`config.mk`:
```
export PLATFORM = sky130hd
export DESIGN_NAME = multicycle_ctrl
export DESIGN_NICKNAME = d
export VERILOG_FILES = /design/src/rtl/multicycle_ctrl.sv
export SDC_FILE = /design/constraint.sdc
export NUM_CORES = 1
export LEC_CHECK = 0
export BUFFER_PORTS_ARGS = -buffer_cell sky130_fd_sc_hd__buf_2
export CAP_MARGIN = 0
export CORE_AREA = 4 4 41 43
export CTS_BUF_LIST = sky130_fd_sc_hd__clkbuf_4
export CTS_CLUSTER_SIZE = 28
export DETAILED_ROUTE_END_ITERATION = 8
export DIE_AREA = 0 0 45 47
export HOLD_SLACK_MARGIN = 0.1
export PLACE_DENSITY = 0.78
export RECOVER_POWER = 50
export SLEW_MARGIN = 20
export SYNTH_ARGS = -nofsm -noshare
export SYNTH_HDL_FRONTEND = slang
export SYNTH_SLANG_ARGS = --single-unit
```
`constraint.sdc`:
```
create_clock -name clk -period 4.2 [get_ports clk]
set_clock_uncertainty 0.2 [all_clocks]
set_input_delay 0.63 -clock clk [delete_from_list [all_inputs] [get_ports clk]]
set_output_delay 0.63 -clock clk [all_outputs]
set_load 0.02 [all_outputs]
```
`src/rtl/multicycle_ctrl.sv`:
```
// Multicycle control sequencer for the 21-bit MIPS core: steps a shared-ALU,
// shared-memory datapath one state per clock, with a req/ack memory port.
module multicycle_ctrl (
  input  logic       clk,
  input  logic       rst_n,
  input  logic [4:0] op,
  input  logic       zero,
  input  logic       mem_ack,
  output logic       mem_req,
  output logic       iord,
  output logic       mem_write,
  output logic       ir_write,
  output logic       pc_write,
  output logic [1:0] pc_src,
  output logic       alu_src_a,
  output logic [1:0] alu_src_b,
  output logic [1:0] alu_op,
  output logic       ext_op,
  output logic       reg_write,
  output logic       reg_dst,
  output logic       mem_to_reg,
  output logic       instr_done,
  output logic       halt
);

  localparam logic [4:0] OP_R    = 5'b00000;
  localparam logic [4:0] OP_ADDI = 5'b00100;
  localparam logic [4:0] OP_SLTI = 5'b10010;
  localparam logic [4:0] OP_ORI  = 5'b11000;
  localparam logic [4:0] OP_LW   = 5'b01000;
  localparam logic [4:0] OP_SW   = 5'b01100;
  localparam logic [4:0] OP_BEQ  = 5'b01111;
  localparam logic [4:0] OP_J    = 5'b00111;

  typedef enum logic [3:0] {
    RST, FETCH, DECODE, MEMADR, MEMRD, MEMWB, MEMWR,
    REX, IEX, ALUWB, BRANCH, JUMP, HALT
  } state_t;

  state_t state;

  // Memory states only advance on mem_ack; HALT is left only through reset.
  always_ff @(posedge clk or negedge rst_n) begin
    if (!rst_n) begin
      state <= RST;
    end else begin
      case (state)
        RST:    state <= FETCH;
        FETCH:  if (mem_ack) state <= DECODE;
        DECODE: begin
          case (op)
            OP_LW, OP_SW:              state <= MEMADR;
            OP_R:                      state <= REX;
            OP_ADDI, OP_SLTI, OP_ORI:  state <= IEX;
            OP_BEQ:                    state <= BRANCH;
            OP_J:                      state <= JUMP;
            default:                   state <= HALT;
          endcase
        end
        MEMADR: state <= (op == OP_LW) ? MEMRD : MEMWR;
        MEMRD:  if (mem_ack) state <= MEMWB;
        MEMWB:  state <= FETCH;
        MEMWR:  if (mem_ack) state <= FETCH;
        REX:    state <= ALUWB;
        IEX:    state <= ALUWB;
        ALUWB:  state <= FETCH;
        BRANCH: state <= FETCH;
        JUMP:   state <= FETCH;
        HALT:   state <= HALT;
        default: state <= RST;
      endcase
    end
  end

  // Outputs are Mealy where the handshake or branch flag must act in-cycle.
  always_comb begin
    mem_req    = 1'b0;
    iord       = 1'b0;
    mem_write  = 1'b0;
    ir_write   = 1'b0;
    pc_write   = 1'b0;
    pc_src     = 2'b00;
    alu_src_a  = 1'b0;
    alu_src_b  = 2'b00;
    alu_op     = 2'b00;
    ext_op     = 1'b0;
    reg_write  = 1'b0;
    reg_dst    = 1'b0;
    mem_to_reg = 1'b0;
    instr_done = 1'b0;
    halt       = 1'b0;
    case (state)
      FETCH: begin
        mem_req   = 1'b1;
        alu_src_b = 2'b01;
        ir_write  = mem_ack;
        pc_write  = mem_ack;
      end
      DECODE: begin
        alu_src_b = 2'b11;
        ext_op    = 1'b1;
      end
      MEMADR: begin
        alu_src_a = 1'b1;
        alu_src_b = 2'b10;
        ext_op    = 1'b1;
      end
      MEMRD: begin
        mem_req = 1'b1;
        iord    = 1'b1;
      end
      MEMWB: begin
        reg_write  = 1'b1;
        mem_to_reg = 1'b1;
        instr_done = 1'b1;
      end
      MEMWR: begin
        mem_req    = 1'b1;
        iord       = 1'b1;
        mem_write  = 1'b1;
        instr_done = mem_ack;
      end
      REX: begin
        alu_src_a = 1'b1;
        alu_op    = 2'b10;
      end
      IEX: begin
        alu_src_a = 1'b1;
        alu_src_b = 2'b10;
        alu_op    = (op == OP_ADDI) ? 2'b00 : 2'b11;
        ext_op    = (op != OP_ORI);
      end
      ALUWB: begin
        reg_write  = 1'b1;
        reg_dst    = (op == OP_R);
        instr_done = 1'b1;
      end
      BRANCH: begin
        alu_src_a  = 1'b1;
        alu_op     = 2'b01;
        pc_src     = 2'b01;
        pc_write   = zero;
        instr_done = 1'b1;
      end
      JUMP: begin
        pc_src     = 2'b10;
        pc_write   = 1'b1;
        instr_done = 1'b1;
      end
      HALT: halt = 1'b1;
      default: ;
    endcase
  end

endmodule

```
# Word-level counts from Yosys, hierarchy flattened
# Memories as Yosys holds them, arrays and structs flattened.
# Cells that the tools add are included.
# word_totals
register_bits	4
rom_bits	128
inputBits	9
out_inout_bits	18
memories	1
# memory_table
name	depth	width	read_ports	rd_ports_with_merged_regs	write_ports	line_no	text
(name not given)	32	4	1	0	0	51	case (op)
# op_classes
n_eq_ne	18
mux	21
n_reduce_logical	12
# op_table
op	count
$pmux W4 S8	1
$eq A4 B4 Y1 const B	5
$eq A4 B3 Y1 const B	4
$mux W4	3
$pmux W2 S3	2
$reduce_or A2 Y1	5
$mux W1	9
$eq A4 B2 Y1 const B	2
$reduce_or A4 Y1	2
$ne A2 B2 Y1 const B	3
$eq A5 B3 Y1 const B	1
$eq A5 B4 Y1 const B	1
$logic_not A5 Y1	1
$ne A5 B5 Y1 const B	1
$reduce_or A5 Y1	1
$eq A4 B1 Y1 const B	1
$logic_not A4 Y1	1
$mux W2	2
$pmux W1 S2	2
$pmux W2 S2	1
$pmux W1 S3	1
$reduce_and A3 Y1	1
$reduce_or A3 Y1	1

# Longest topological paths before layout
# Gate-level depths: netlist of the first run.
# logic_depth
word_depth	3
mapped_depth	6

# Worst setup path before layout of the first run
# No wires, ideal clock.
# synth_path
path_type	input to output
start	input op[0]
end	output reg_dst
t_arrival_ns	1.673
required_ns	3.370
path_slack_ns	1.697
stages	5
cell_sequence	inv_1 ha_1 nor2b_1 nand2_1 nor3_1
# synth_via
elab_chain_cells	2
# synth_rtl
item	line_no	text
start: declaration	6	input logic [4:0] op,
$logic_not A5 Y1	135	reg_dst = (op == OP_R);
$mux W1	92	case (state)
end: declaration	20	output logic reg_dst,
# Every way passes these cells.

# Worst setup path after layout of the first run
# layout_path
start	input op[0]
end	output ext_op
# layout_via
elab_chain_cells	2
# layout_rtl
item	line_no	text
$ne A5 B5 Y1	131	ext_op = (op != OP_ORI);
$pmux W1 S2	92	
end: declaration	18	output logic ext_op,
# Every way passes these cells.

==> flow_metrics.env, run 1 <==
export IMPL_cp_top_family="buffers and inverters"
export IMPL_synth_async_reset_ratio=1.00
export IMPL_final_period_minus_worst_setup_slack_ps=2600
export IMPL_via_count_of_the_first_global_routing_pass=640
export IMPL_met3WireLength_um=149
export IMPL_r2r_cells=3
export IMPL_timing_setup_critical_path_class="input port to output pin"
export IMPL_setup_tns_ps=0
export IMPL_ir_drop_uv=331
export IMPL_antenna_left=0
export IMPL_chipHeight_um=47
export IMPL_crit_path_end_kind="output pin"
export IMPL_synth_fp_nets=97
export IMPL_fraction_of_the_yosys_area_taken_by_sequential_cells=0.165
export IMPL_fin_nets=123
export IMPL_insertedDiodeCount=0
export IMPL_final_hold_violation_count=0
export IMPL_total_leakage_power_uw=0.000356
export IMPL_max_cap_violations=0
export IMPL_timing_critical_path_cells="clkbuf_1, inv_1, ha_1, nor2b_1, a31o_1, a21oi_1, buf_2"
export IMPL_core_region_area_sq_um=1300
export IMPL_min_period_over_period=0.618
export IMPL_ctsRootBufferMaster="clkbuf_4"
export IMPL_tritoncts="done"
export IMPL_cts_max_path_buffers=2
export IMPL_seq_power_share=0.231
export IMPL_rsz0062_at_grt="false"
export IMPL_switching_power_uw=276
export IMPL_cts_repair_timing_setup_buffer_count=0
export IMPL_topRoutingLayerUsed="met3"
export IMPL_synth_largest_area_cell="dfrtp_1"
export IMPL_timing_final_setup_violations=0
export IMPL_vias_per_cell=5.66
export IMPL_power_density_cell_area_nw_per_um2=657
export IMPL_grt_first_pass_wirelength_um=2750
export IMPL_final_fill_count=143
export IMPL_clock_sinks=4
export IMPL_grt_start_max_net_pins=15
export IMPL_post_synth_inst_count=84
export IMPL_crit_cells=7
export IMPL_swShare=0.567
export IMPL_postLayoutCoreUtil=0.570
export IMPL_gp_routability_congestion=0.818
export IMPL_max_freq_ghz=0.385
export IMPL_critPathBufInv=3
export IMPL_post_synth_instance_area_sq_um=607
export IMPL_clock_tree_htree_level_count=1
export IMPL_cts_buffers=3
export IMPL_drt_pass1_iter_count=4
export IMPL_post_synth_num_cell_types=36
export IMPL_status="completed"
export IMPL_multi_input_area_sq_um=450
export IMPL_antenna_violations_before_repair=0
export IMPL_routedLengthMet1_um=680
export IMPL_timing_final_max_slew_violations=0
export IMPL_clock_insertion_delay_worst_skew_ps=230
export IMPL_wl_um=1620
export IMPL_synthesis_area_per_instance_sq_um=7.22
export IMPL_detailroute_wirelength_met2_um=785
export IMPL_avgRoutedWirePerCell_um=13.1
export IMPL_design_portCount=27
export IMPL_post_route_cells_drive_above_1_share=0.213
export IMPL_regArea_sq_um=100
export IMPL_synthDominantCellAreaShare=0.165
export IMPL_dpl_hpwl_um=1260
export IMPL_leading_post_synthesis_cells_by_cell_area="dfrtp_1, ha_1, nor2_1, mux2i_1, a21oi_1"
export IMPL_worst_slew_pin_slew_ps=440
export IMPL_cp_slowest_cell="ha_1"
export IMPL_worstSetupStartpointType="input port"
export IMPL_timing_slew_headroom=0.707
export IMPL_synth_edf_count=0
export IMPL_postSynth_topFlopCell="dfrtp_1"
export IMPL_p_comb_frac=0.674
export IMPL_drc=0
export IMPL_largest_registers="state (4)"
export IMPL_power_internal_uw=211
export IMPL_dieArea_sq_um=2120
export IMPL_vias=696
export IMPL_cp_required_ps=3370
export IMPL_crit_path_max_fanout=5
export IMPL_worst_endpoint_arrival_ps=1770
export IMPL_syn_to_final_growth_pct=22.3
export IMPL_clk_pin_slew_ps=40
export IMPL_synthesis_yosys_warnings=0
export IMPL_cp_slowest_stage_delay_ps=250
export IMPL_global_route_usage_total=0.169
export IMPL_largest_register_ffs=4
export IMPL_effective_utilization_at_floorplan=0.466
export IMPL_port_buffers=26
export IMPL_die_width_um=45
export IMPL_clock_power_share=0.096
export IMPL_grt_overflow_total=0
export IMPL_floorplan_rows=13
export IMPL_hold_class="input port to async pin"
export IMPL_registers_top_by_ff_count="state"
export IMPL_drt_iter0_drc=8
export IMPL_synth_seq_cells=4
==> synth_stat cells (2+ instances only) <==
master / n
ha_1: 4
inv_1: 4
nor2_1: 12
a21boi_1: 2
nand2_1: 5
a211oi_1: 2
buf_2: 4
nor2b_1: 2
or3_1: 2
a21oi_1: 7
mux2i_1: 4
nand2b_1: 4
o31ai_1: 2
and3_1: 2
nor3_1: 2
nor3b_1: 2
dfrtp_1: 4
o21ai_1: 2
==> power groups by stage <==
stage,logic (uW),registers [uW],clock network (uW)
5_1_grt,363,120,50.0
3_3_place_gp,327,111,0
3_5_place_dp,333,112,0
4_1_cts,335,112,48.0
2_1_floorplan,285,69.3,0
6_report,328,112,46.6
==> metal layers <==
layer,vias up,track usage
met5,-,0
met4,0,0.0351
met3,0,0.0115
met2,29,0.319
met1,308,0.209
li1,359,-
==> final cells by class <==
type                       count  area share
multi-input combinational     69       0.607
tap                           15      0.0253
inverter                       5      0.0253
timing repair buffer          27       0.177
sequential                     4       0.135
clock buffer                   3      0.0304
==> kinds of logic after synthesis <==
family / count (synthesis) / synth area share
AND/OR/NAND/NOR: 36 / 0.309
AO/OA/AOI/OAI: 25 / 0.289
buffers and inverters: 11 / 0.0886
multiplexers: 4 / 0.0660
adder cells (fa/ha/maj): 4 / 0.0825
flip-flops: 4 / 0.165
==> layout by cell type, fill, tap and decap left out, drive strengths merged <==
| master | instances |
|---|---|
| nor2b | 2 |
| o31ai | 2 |
| nand4b | 1 |
| dfrtp | 4 |
| o311ai | 1 |
| o211ai | 1 |
| o21ai | 3 |
| o2111ai | 1 |
| ha | 4 |
| or3 | 2 |
| nor2 | 12 |
| nor3b | 2 |
| a31o | 1 |
| and2 | 1 |
| o21ba | 1 |
| a21boi | 2 |
| and4 | 1 |
| inv | 5 |
| dlygate4sd3 | 1 |
| and3 | 2 |
| mux2i | 4 |
| a22oi | 1 |
| o41a | 1 |
| a21oi | 7 |
| buf | 19 |
| nor3 | 2 |
| a32oi | 1 |
| a211oi | 2 |
| clkbuf | 10 |
| nand2 | 6 |
| nand2b | 4 |
| a221oi | 1 |
| or2 | 1 |
==> per-stage QoR <==
step           cell area, sq um  instances  hold slack, ps  power [uW]  setup WS [ps]
2_1_floorplan               607         84             134         354           1700
3_3_place_gp                721        119             233         438           1670
3_5_place_dp                721        119             236         446           1630
4_1_cts                     753        123             535         495           1630
5_1_grt                     742        123             607         532           1450
6_report                    742        123             563         487           1600
==> worst paths after layout <==
kind	slack, ps	from	end
worst max-delay path	1600	op[0]	ext_op
worst min-delay path	560	rst_n	state[0]
worst max register to register	2310	state[1]	state[1]
worst min register to register	570	state[3]	state[0]
max in group asynchronous	3060	rst_n	state[2]
min in group clk	570	state[3]	state[0]
==> what timing repair did <==
action                    in CTS  in global routing
resized for setup              0                  0
hold buffers                   1                  0
hold endpoints to repair       4                  0
==> worst register-to-register path, cell delays in order (launching register included) <==
cell	delay (ps)
dfrtp_1	570
nand2_1	220
or3_1	390
o311ai_0	370
(Power assumes the default switching activity.)
==> inputs of run 2 (changes only) <==
Clock period 4.2 ns to 2.48 ns, I/O delays scaled along.
==> flow_metrics.env, run 2 (same netlist as run 1, synthesis figures left out) <==
export IMPL_final_hold_violation_count=0
export IMPL_port_buffers=26
export IMPL_max_freq_ghz=0.437
export IMPL_antenna_left=0
export IMPL_clock_insertion_delay_worst_skew_ps=230
export IMPL_grt_overflow_total=0
export IMPL_floorplan_rows=13
export IMPL_chipHeight_um=47
export IMPL_vias=696
export IMPL_highest_count_cells_in_the_layout_ignoring_fill_and_taps="buf_2, nor2_1, a21oi_1, nand2_1, clkbuf_1"
export IMPL_wl_um=1610
export IMPL_p_total_uw=825
export IMPL_design_portCount=27
export IMPL_cp_slowest_cell="dfrtp_1"
export IMPL_timing_slew_headroom=0.707
export IMPL_grt_first_pass_wirelength_um=2750
export IMPL_cp_slowest_stage_delay_ps=490
export IMPL_timing_final_ws_setup_ps=194
export IMPL_cts_max_path_buffers=2
export IMPL_final_period_minus_worst_setup_slack_ps=2290
export IMPL_timing_critical_path_cells="nand2b_1, a21boi_1, a221oi_1, buf_2"
export IMPL_cp_top_family="flip-flops"
export IMPL_power_internal_uw=357
export IMPL_power_density_cell_area_nw_per_um2=1110
export IMPL_swShare=0.567
export IMPL_seq_power_share=0.231
export IMPL_worst_endpoint_arrival_ps=1710
export IMPL_r2r_cells=3
export IMPL_grt_start_max_net_pins=15
export IMPL_clock_tree_htree_level_count=1
export IMPL_min_period_over_period=0.922
export IMPL_drc=0
export IMPL_gp_routability_congestion=0.818
export IMPL_worstSetupStartpointType="flip-flop"
export IMPL_syn_to_final_growth_pct=22.5
export IMPL_die_width_um=45
export IMPL_crit_cells=4
export IMPL_clock_power_share=0.096
export IMPL_timing_final_max_slew_violations=0
export IMPL_dpl_worst_slack_ps=426
export IMPL_vias_per_cell=5.66
export IMPL_number_of_gates_given_a_new_drive_strength_after_cts=0
export IMPL_p_comb_frac=0.674
export IMPL_status="completed"
export IMPL_crit_path_max_fanout=12
export IMPL_max_cap_violations=0
export IMPL_timing_setup_critical_path_class="flip-flop to output pin"
export IMPL_crit_path_end_kind="output pin"
export IMPL_clock_sinks=4
export IMPL_antenna_violations_before_repair=0
export IMPL_total_leakage_power_uw=0.000358
export IMPL_insertedDiodeCount=0
export IMPL_rsz0062_at_grt="false"
export IMPL_drt_pass1_iter_count=4
export IMPL_setup_tns_ps=0
export IMPL_fin_nets=123
export IMPL_ctsRootBufferMaster="clkbuf_4"
export IMPL_tritoncts="done"
export IMPL_ir_drop_uv=561
export IMPL_dieArea_sq_um=2120
export IMPL_final_design_area_no_fill_sq_um=743
export IMPL_drt_iter0_drc=8
export IMPL_post_route_cells_drive_above_1_share=0.222
export IMPL_clk_pin_slew_ps=40
export IMPL_commonest_non_fill_non_tap_cell_in_the_layout="buf_2"
export IMPL_cts_buffers=3
export IMPL_largest_register_ffs=4
export IMPL_switching_power_uw=468
export IMPL_worst_slew_pin_slew_ps=440
export IMPL_timing_final_setup_violations=0
export IMPL_avgRoutedWirePerCell_um=13.1
export IMPL_hold_class="input port to async pin"
export IMPL_via_count_of_the_first_global_routing_pass=640
export IMPL_dpl_hpwl_um=1260
export IMPL_cp_required_ps=1910
export IMPL_global_route_usage_total=0.169
export IMPL_critPathBufInv=1
export IMPL_effective_utilization_at_floorplan=0.466
export IMPL_core_region_area_sq_um=1300
export IMPL_final_fill_count=144
export IMPL_placedInstanceArea_sq_um=721
export IMPL_largest_registers="state (4)"
export IMPL_registers_top_by_ff_count="state"
==> run 2: cell types whose count changed in the layout (fill, tap and decap cells not counted), sizes merged <==
cell	before	now
clkbuf	10	9
buf	19	20
==> run 2: area by class of cell <==
| cell class | instances | area, sq um | area share |
|---|---|---|---|
| Sequential cell | 4 | 100 | 0.135 |
| Clock buffer | 3 | 22.5 | 0.0303 |
| Inverter | 5 | 18.8 | 0.0253 |
| Timing Repair Buffer | 27 | 133 | 0.178 |
| Tap cell | 15 | 18.8 | 0.0253 |
| Multi-Input combinational cell | 69 | 450 | 0.606 |
==> run 2: final timing paths <==
kind | start | slack [ps] | to
worst max-delay path | state[2] | 190 | instr_done
worst min-delay path | rst_n | 310 | state[0]
worst max register to register | state[1] | 590 | state[1]
worst min register to register | state[3] | 570 | state[0]
max in group asynchronous | rst_n | 1590 | state[2]
min in group clk | op[4] | 330 | state[3]
==> run 2: power groups by stage <==
stage	Sequential, uW	Clock [uW]	Combinational, uW
finish	190	79.0	556
global route	203	84.7	614
CTS	190	81.4	567
detailed placement	190	0	565
global placement	188	0	554
floorplan	117	0	482
==> run 2: worst reg2reg max path, stage by stage, from the launching register on <==
cell and delay [ps]:
dfrtp_1 570, nand2_1 220, or3_1 390, o311ai_0 370
==> run 2: what timing repair did <==
item / in CTS / in global routing
hold endpoints to repair: 4 / 0
buffers inserted: 0 / 0
hold buffers: 1 / 0
==> run 2: metal layers <==
metal | GRT usage | part of all wire | wire [um] | vias up
li1 | - | - | - | 359
met1 | 0.209 | 0.42 | 680 | 308
met2 | 0.319 | 0.49 | 785 | 29
met3 | 0.0115 | 0.092 | 148 | 0
met4 | 0.0351 | 0 | 0 | 0
met5 | 0 | 0 | 0 | -
==> run 2: metrics by stage <==
step / std cells / util / hold WS [ps]
3_5_place_dp: 119 / 0.554 / -21.6
3_3_place_gp: 119 / 0.554 / -25.3
6_report: 123 / 0.571 / 305
2_1_floorplan: 84 / - / -124
4_1_cts: 123 / 0.579 / 277
5_1_grt: 123 / 0.571 / 349
